`src/rtl/muldiv_hilo_unit.sv`:
```
// rtl/muldiv_hilo_unit.sv - MIPS HI/LO execute unit: MULT/MULTU/DIV/DIVU/MTHI/MTLO
// Owns HI/LO, runs multiplies internally and sequences the external multicycle divider.
module muldiv_hilo_unit #(
  parameter int MUL_LATENCY = 2
) (
  input  logic        clk,
  input  logic        resetn,
  input  logic        req_valid,
  input  logic [2:0]  req_op,
  input  logic [31:0] req_a,
  input  logic [31:0] req_b,
  input  logic        kill,
  output logic        busy,
  output logic [31:0] hi,
  output logic [31:0] lo,
  output logic        div_valid,
  output logic        div_sig,
  output logic [31:0] div_a,
  output logic [31:0] div_b,
  input  logic        div_done,
  input  logic [63:0] div_c
);

  typedef enum logic [1:0] {S_IDLE, S_MUL, S_DIV_RUN, S_DIV_CAP} state_t;

  localparam logic [2:0] CNT_INIT = 3'(MUL_LATENCY - 1);

  state_t      state_q, state_d;
  logic [2:0]  cnt_q, cnt_d;
  logic [31:0] op_a_q, op_a_d, op_b_q, op_b_d;
  logic        mul_sig_q, mul_sig_d;
  logic        first_q, first_d;
  logic        discard_q, discard_d;
  logic [31:0] hi_q, hi_d, lo_q, lo_d;
  logic        busy_q, busy_d;
  logic        div_valid_q, div_valid_d;
  logic        div_sig_q, div_sig_d;
  logic [31:0] div_a_q, div_a_d, div_b_q, div_b_d;

  logic [63:0] ext_a, ext_b, product;

  // Sign/zero extending to 64 bits makes the truncated 64x64 product exact for both flavours.
  always_comb begin
    ext_a   = mul_sig_q ? {{32{op_a_q[31]}}, op_a_q} : {32'b0, op_a_q};
    ext_b   = mul_sig_q ? {{32{op_b_q[31]}}, op_b_q} : {32'b0, op_b_q};
    product = ext_a * ext_b;
  end

  always_comb begin
    state_d   = state_q;
    cnt_d     = cnt_q;
    op_a_d    = op_a_q;
    op_b_d    = op_b_q;
    mul_sig_d = mul_sig_q;
    first_d   = first_q;
    discard_d = discard_q;
    hi_d      = hi_q;
    lo_d      = lo_q;
    div_sig_d = div_sig_q;
    div_a_d   = div_a_q;
    div_b_d   = div_b_q;
    case (state_q)
      S_IDLE: begin
        if (req_valid) begin
          case (req_op)
            3'd0, 3'd1: begin
              op_a_d    = req_a;
              op_b_d    = req_b;
              mul_sig_d = (req_op == 3'd0);
              cnt_d     = CNT_INIT;
              state_d   = S_MUL;
            end
            3'd2, 3'd3: begin
              if (req_b != 32'd0) begin
                div_a_d   = req_a;
                div_b_d   = req_b;
                div_sig_d = (req_op == 3'd2);
                first_d   = 1'b1;
                discard_d = 1'b0;
                state_d   = S_DIV_RUN;
              end
            end
            3'd4:    hi_d = req_a;
            3'd5:    lo_d = req_a;
            default: ;
          endcase
        end
      end
      S_MUL: begin
        if (kill) begin
          state_d = S_IDLE;
        end else if (cnt_q == 3'd0) begin
          {hi_d, lo_d} = product;
          state_d      = S_IDLE;
        end else begin
          cnt_d = cnt_q - 3'd1;
        end
      end
      S_DIV_RUN: begin
        // done is high while the divider idles, so the entry cycle's done is stale
        first_d = 1'b0;
        if (kill) discard_d = 1'b1;
        if (!first_q && div_done) state_d = S_DIV_CAP;
      end
      S_DIV_CAP: begin
        if (!discard_q && !kill) begin
          lo_d = div_c[31:0];
          hi_d = div_c[63:32];
        end
        discard_d = 1'b0;
        state_d   = S_IDLE;
      end
      default: state_d = S_IDLE;
    endcase
    busy_d      = (state_d != S_IDLE);
    div_valid_d = (state_d == S_DIV_RUN);
  end

  always_ff @(posedge clk) begin
    if (!resetn) begin
      state_q     <= S_IDLE;
      cnt_q       <= 3'd0;
      op_a_q      <= 32'd0;
      op_b_q      <= 32'd0;
      mul_sig_q   <= 1'b0;
      first_q     <= 1'b0;
      discard_q   <= 1'b0;
      hi_q        <= 32'd0;
      lo_q        <= 32'd0;
      busy_q      <= 1'b0;
      div_valid_q <= 1'b0;
      div_sig_q   <= 1'b0;
      div_a_q     <= 32'd0;
      div_b_q     <= 32'd0;
    end else begin
      state_q     <= state_d;
      cnt_q       <= cnt_d;
      op_a_q      <= op_a_d;
      op_b_q      <= op_b_d;
      mul_sig_q   <= mul_sig_d;
      first_q     <= first_d;
      discard_q   <= discard_d;
      hi_q        <= hi_d;
      lo_q        <= lo_d;
      busy_q      <= busy_d;
      div_valid_q <= div_valid_d;
      div_sig_q   <= div_sig_d;
      div_a_q     <= div_a_d;
      div_b_q     <= div_b_d;
    end
  end

  assign busy      = busy_q;
  assign hi        = hi_q;
  assign lo        = lo_q;
  assign div_valid = div_valid_q;
  assign div_sig   = div_sig_q;
  assign div_a     = div_a_q;
  assign div_b     = div_b_q;

endmodule
```
`config.mk`:
```
export PLATFORM = sky130hd
export DESIGN_NAME = muldiv_hilo_unit
export DESIGN_NICKNAME = d
export VERILOG_FILES = /design/src/rtl/muldiv_hilo_unit.sv
export SDC_FILE = /design/constraint.sdc
export NUM_CORES = 2
export LEC_CHECK = 0
export CORE_ASPECT_RATIO = 0.6
export CORE_UTILIZATION = 35
export DETAILED_ROUTE_END_ITERATION = 8
export MAX_ROUTING_LAYER = met4
export PLACE_DENSITY = 0.52
export SLEW_MARGIN = 20
export SYNTH_ARGS = -nofsm -noshare
export SYNTH_HDL_FRONTEND = slang
export SYNTH_SLANG_ARGS = --single-unit
```
`constraint.sdc`:
```
create_clock -name clk -period 8.5 [get_ports clk]
set_clock_uncertainty 0.05 [all_clocks]
set_input_delay 1.7 -clock clk [delete_from_list [all_inputs] [get_ports clk]]
set_output_delay 1.7 -clock clk [all_outputs]
set_load 0.02 [all_outputs]
```
==> flow_summary.json <==
{
  "antenna_found_initial": 8,
  "crit_path_start_kind": "flip-flop",
  "clk_pin_slew_ns": 0.06,
  "status": "finished, violations left",
  "initial_core_util_pct": 35.3,
  "wirelength_mm": 221,
  "layout-drive-gt1-share_pct": 19.0,
  "synth_top_area_cell": "fa_1",
  "die_x_um": 518,
  "grt_pass1_wl_mm": 326,
  "yosys-top-cells-area": "fa_1, inv_1, dfxtp_1",
  "drc": 0,
  "syn_nets": 8016,
  "synth_cell_types": 73,
  "fin_total_pwr_mw": 3.15,
  "ys_seq_area_share_pct": 7.27,
  "finalHoldViolations": 0,
  "cts_tree": "done",
  "vdd_drop_max_mv": 0.124,
  "gr-total-overflow": 0,
  "worstMarginPinSlew_ns": 1.16,
  "synth_warnings": 0,
  "seq_power_share_pct": 32.5,
  "avgSynthCellArea_um2": 9.09,
  "tns_ns": -6.60,
  "place_area_um2": 66700,
  "h-tree-depth": 1,
  "min_period_ns": 8.85,
  "p_sw_mw": 1.14,
  "critPathMaxFanout": 5,
  "critPathMaxStageDelay_ns": 0.59,
  "synth_cells": 6151,
  "grt_setup_unrepaired": "true",
  "numPortBuffers": 266,
  "cts_buffers": 25,
  "finalInstanceArea_um2": 70800,
  "place_ws_ns": -0.659,
  "vias_per_cell": 4.89,
  "clock_sinks": 203,
  "area_growth_pct": 26.6,
  "min_period_over_period_pct": 104,
  "hold-path-endpoint": "div_a[11]",
  "power.density_nw_per_um2": 44.5,
  "dieArea_um2": 161000,
  "p_sw_share_pct": 36.1,
  "r2r_cells": 31,
  "synth_top_area_share_pct": 50.8,
  "r2r-start": "op_a_q[31]",
  "synth_edf_count": 0,
  "worstPathArrival_ns": 9.26,
  "critPathKind": "reg2reg",
  "clk_path_buf_depth": 3,
  "hold_class": "reg2reg",
  "maxSlewHeadroom_pct": 22.7,
  "r2r_end": "hi[30]",
  "synthArstFlopShare_pct": 0,
  "violations": "negative setup slack",
  "slowest_stage": "fa_2",
  "slew_violations": 0,
  "placementRows": 113,
  "clockPowerShare_pct": 33.2,
  "setup_ws_ns": -0.346,
  "synth_top_flop_cell": "dfxtp_1",
  "drtIter0Drc": 4221,
  "core_area_um2": 158000,
  "ys_ff_latch": 203,
  "fmaxAchievable_mhz": 113,
  "routabilityCongestion": 0.967,
  "final_nets": 8797,
  "dr_total_vias": 44500,
  "p_int_mw": 2.01,
  "cp_common_cell": "fa_1",
  "worstHoldStart": "div_a[11]",
  "setup.worst_path.end_class": "flip-flop",
  "grt_pass1_vias": 46700,
  "drtPass1Iterations": 5,
  "ant_nets": 0,
  "dp_hpwl_mm": 188,
  "final_util_pct": 44.7,
  "critical_path_required_ns": 8.91,
  "grt_usage_pct": 28.6,
  "postCtsHoldBufs": 0,
  "pin_count": 267,
  "grt_max_degree": 120,
  "drv_cap": 0,
  "netlist_area_um2": 55900,
  "p_comb_share_pct": 34.2,
  "wl_per_cell_um": 24.3,
  "hold_depth": 2,
  "clk_latency_ns": 0.58,
  "die_height_um": 312,
  "cts-root-buf": "clkbuf_16",
  "p_leak_nw": 34.5,
  "rrSetupSlack_ns": -0.35,
  "finalSetupViolations": 31
}
-- state kept, by name, summed over array words and instances, names as in the netlist, 2 cells and up --
name	flops
state_q	2
op_b_q	32
op_a_q	32
div_b	32
hi	32
cnt_q	3
lo	32
div_a	32
-- synth_stat cells (10+ instances only) --
| cell | number |
|---|---|
| nand2b_1 | 13 |
| o21ai_0 | 66 |
| nor2b_1 | 18 |
| buf_1 | 11 |
| a21oi_1 | 246 |
| o21bai_1 | 12 |
| ha_1 | 310 |
| o31ai_1 | 10 |
| a21o_1 | 47 |
| fa_1 | 1419 |
| nor4_1 | 12 |
| nor3_1 | 14 |
| xnor2_1 | 83 |
| nor2_1 | 87 |
| inv_1 | 1532 |
| dfxtp_1 | 203 |
| a31oi_1 | 15 |
| o211ai_1 | 48 |
| or3_1 | 11 |
| a211oi_1 | 25 |
| and2_1 | 570 |
| xor2_1 | 37 |
| nand4_1 | 15 |
| o21a_1 | 12 |
| nand3_1 | 24 |
| nand2_1 | 879 |
| and3_1 | 26 |
| clkbuf_1 | 315 |
-- layer usage --
layer / up-vias / wire length (um) / GRT usage [%]
met5: - / 0 / -
met4: 0 / 1690 / 2.07
met3: 103 / 35800 / 13.3
met2: 2014 / 74300 / 32.1
met1: 22900 / 109000 / 45.5
li1: 19400 / - / -
-- power groups by stage --
stage	Sequential, mW	Clock (mW)	Combinational (mW)
after global placement	1.04	0	0.951
after floorplan	1.07	0	0.375
final	1.02	1.05	1.08
after global routing	1.03	1.09	1.14
after CTS	1.02	1.06	1.03
after detailed placement	1.04	0	0.950
-- cell type report --
class	instances	area, um2
Antenna cell	8	20.0
Clock buffer	38	714
Clock inverter	5	50.0
Fill cell	15300	87700
Inverter	1533	5760
Multi-Input combinational cell	4086	46900
Sequential cell	203	4120
Tap cell	2127	2660
Timing Repair Buffer	1083	10600
-- through the flow --
stage          cells  hold WS [ns]
2_1_floorplan   6151         0.393
3_3_place_gp    8925         0.391
3_5_place_dp    8925         0.398
4_1_cts         9039         0.405
5_1_grt         9080         0.420
6_report        9083         0.404
-- cells by family after synthesis --
group	Yosys count	share of synthesized area, %
buffers and inverters	1862	12.5
adder cells (fa/ha/maj)	1732	57.8
multiplexers	9	0.163
AND/OR/NAND/NOR	1690	14.6
XOR/XNOR	120	1.88
flip-flops	203	7.27
AO/OA/AOI/OAI	535	5.85
-- cells in the final DEF, fill, tap and decap left out, types with 72 or more instances in the layout --
| master | count |
|---|---|
| fa_1 | 1292 |
| fa_2 | 127 |
| clkdlybuf4s50_1 | 266 |
| a21oi_1 | 217 |
| nand2_1 | 857 |
| buf_4 | 641 |
| inv_1 | 1458 |
| and2_1 | 551 |
| buf_12 | 107 |
| dfxtp_1 | 178 |
| nor2_1 | 73 |
| inv_2 | 72 |
| ha_1 | 268 |
-- how the worst max path moves through the flow --
stage | end | from | cells after the start
after CTS | hi[30] | mul_sig_q | 28
after detailed placement | hi[8] | op_b_q[4] | 32
final | hi[30] | op_a_q[31] | 31
after floorplan | hi[30] | op_a_q[31] | 31
after global routing | hi[30] | op_b_q[31] | 35
after global placement | hi[4] | op_b_q[4] | 32
-- critical path: cells and delay by family, from the launching register on --
kind                       cells  cell delay [ns]
and+or+nand+nor                5             1.10
DFF                            1             0.36
AOI/OAI and AO/OA              5             0.82
buffers and inverters         10             0.88
adders and majority gates     11             5.50
-- what timing repair did --
item                       4_1_cts  5_1_grt
setup buffers                   74       46
pin swaps                      204      179
setup endpoints to repair       35       40
resized for setup              404      194
gates cloned                     6        1
Power figures use the tool's default switching activity.
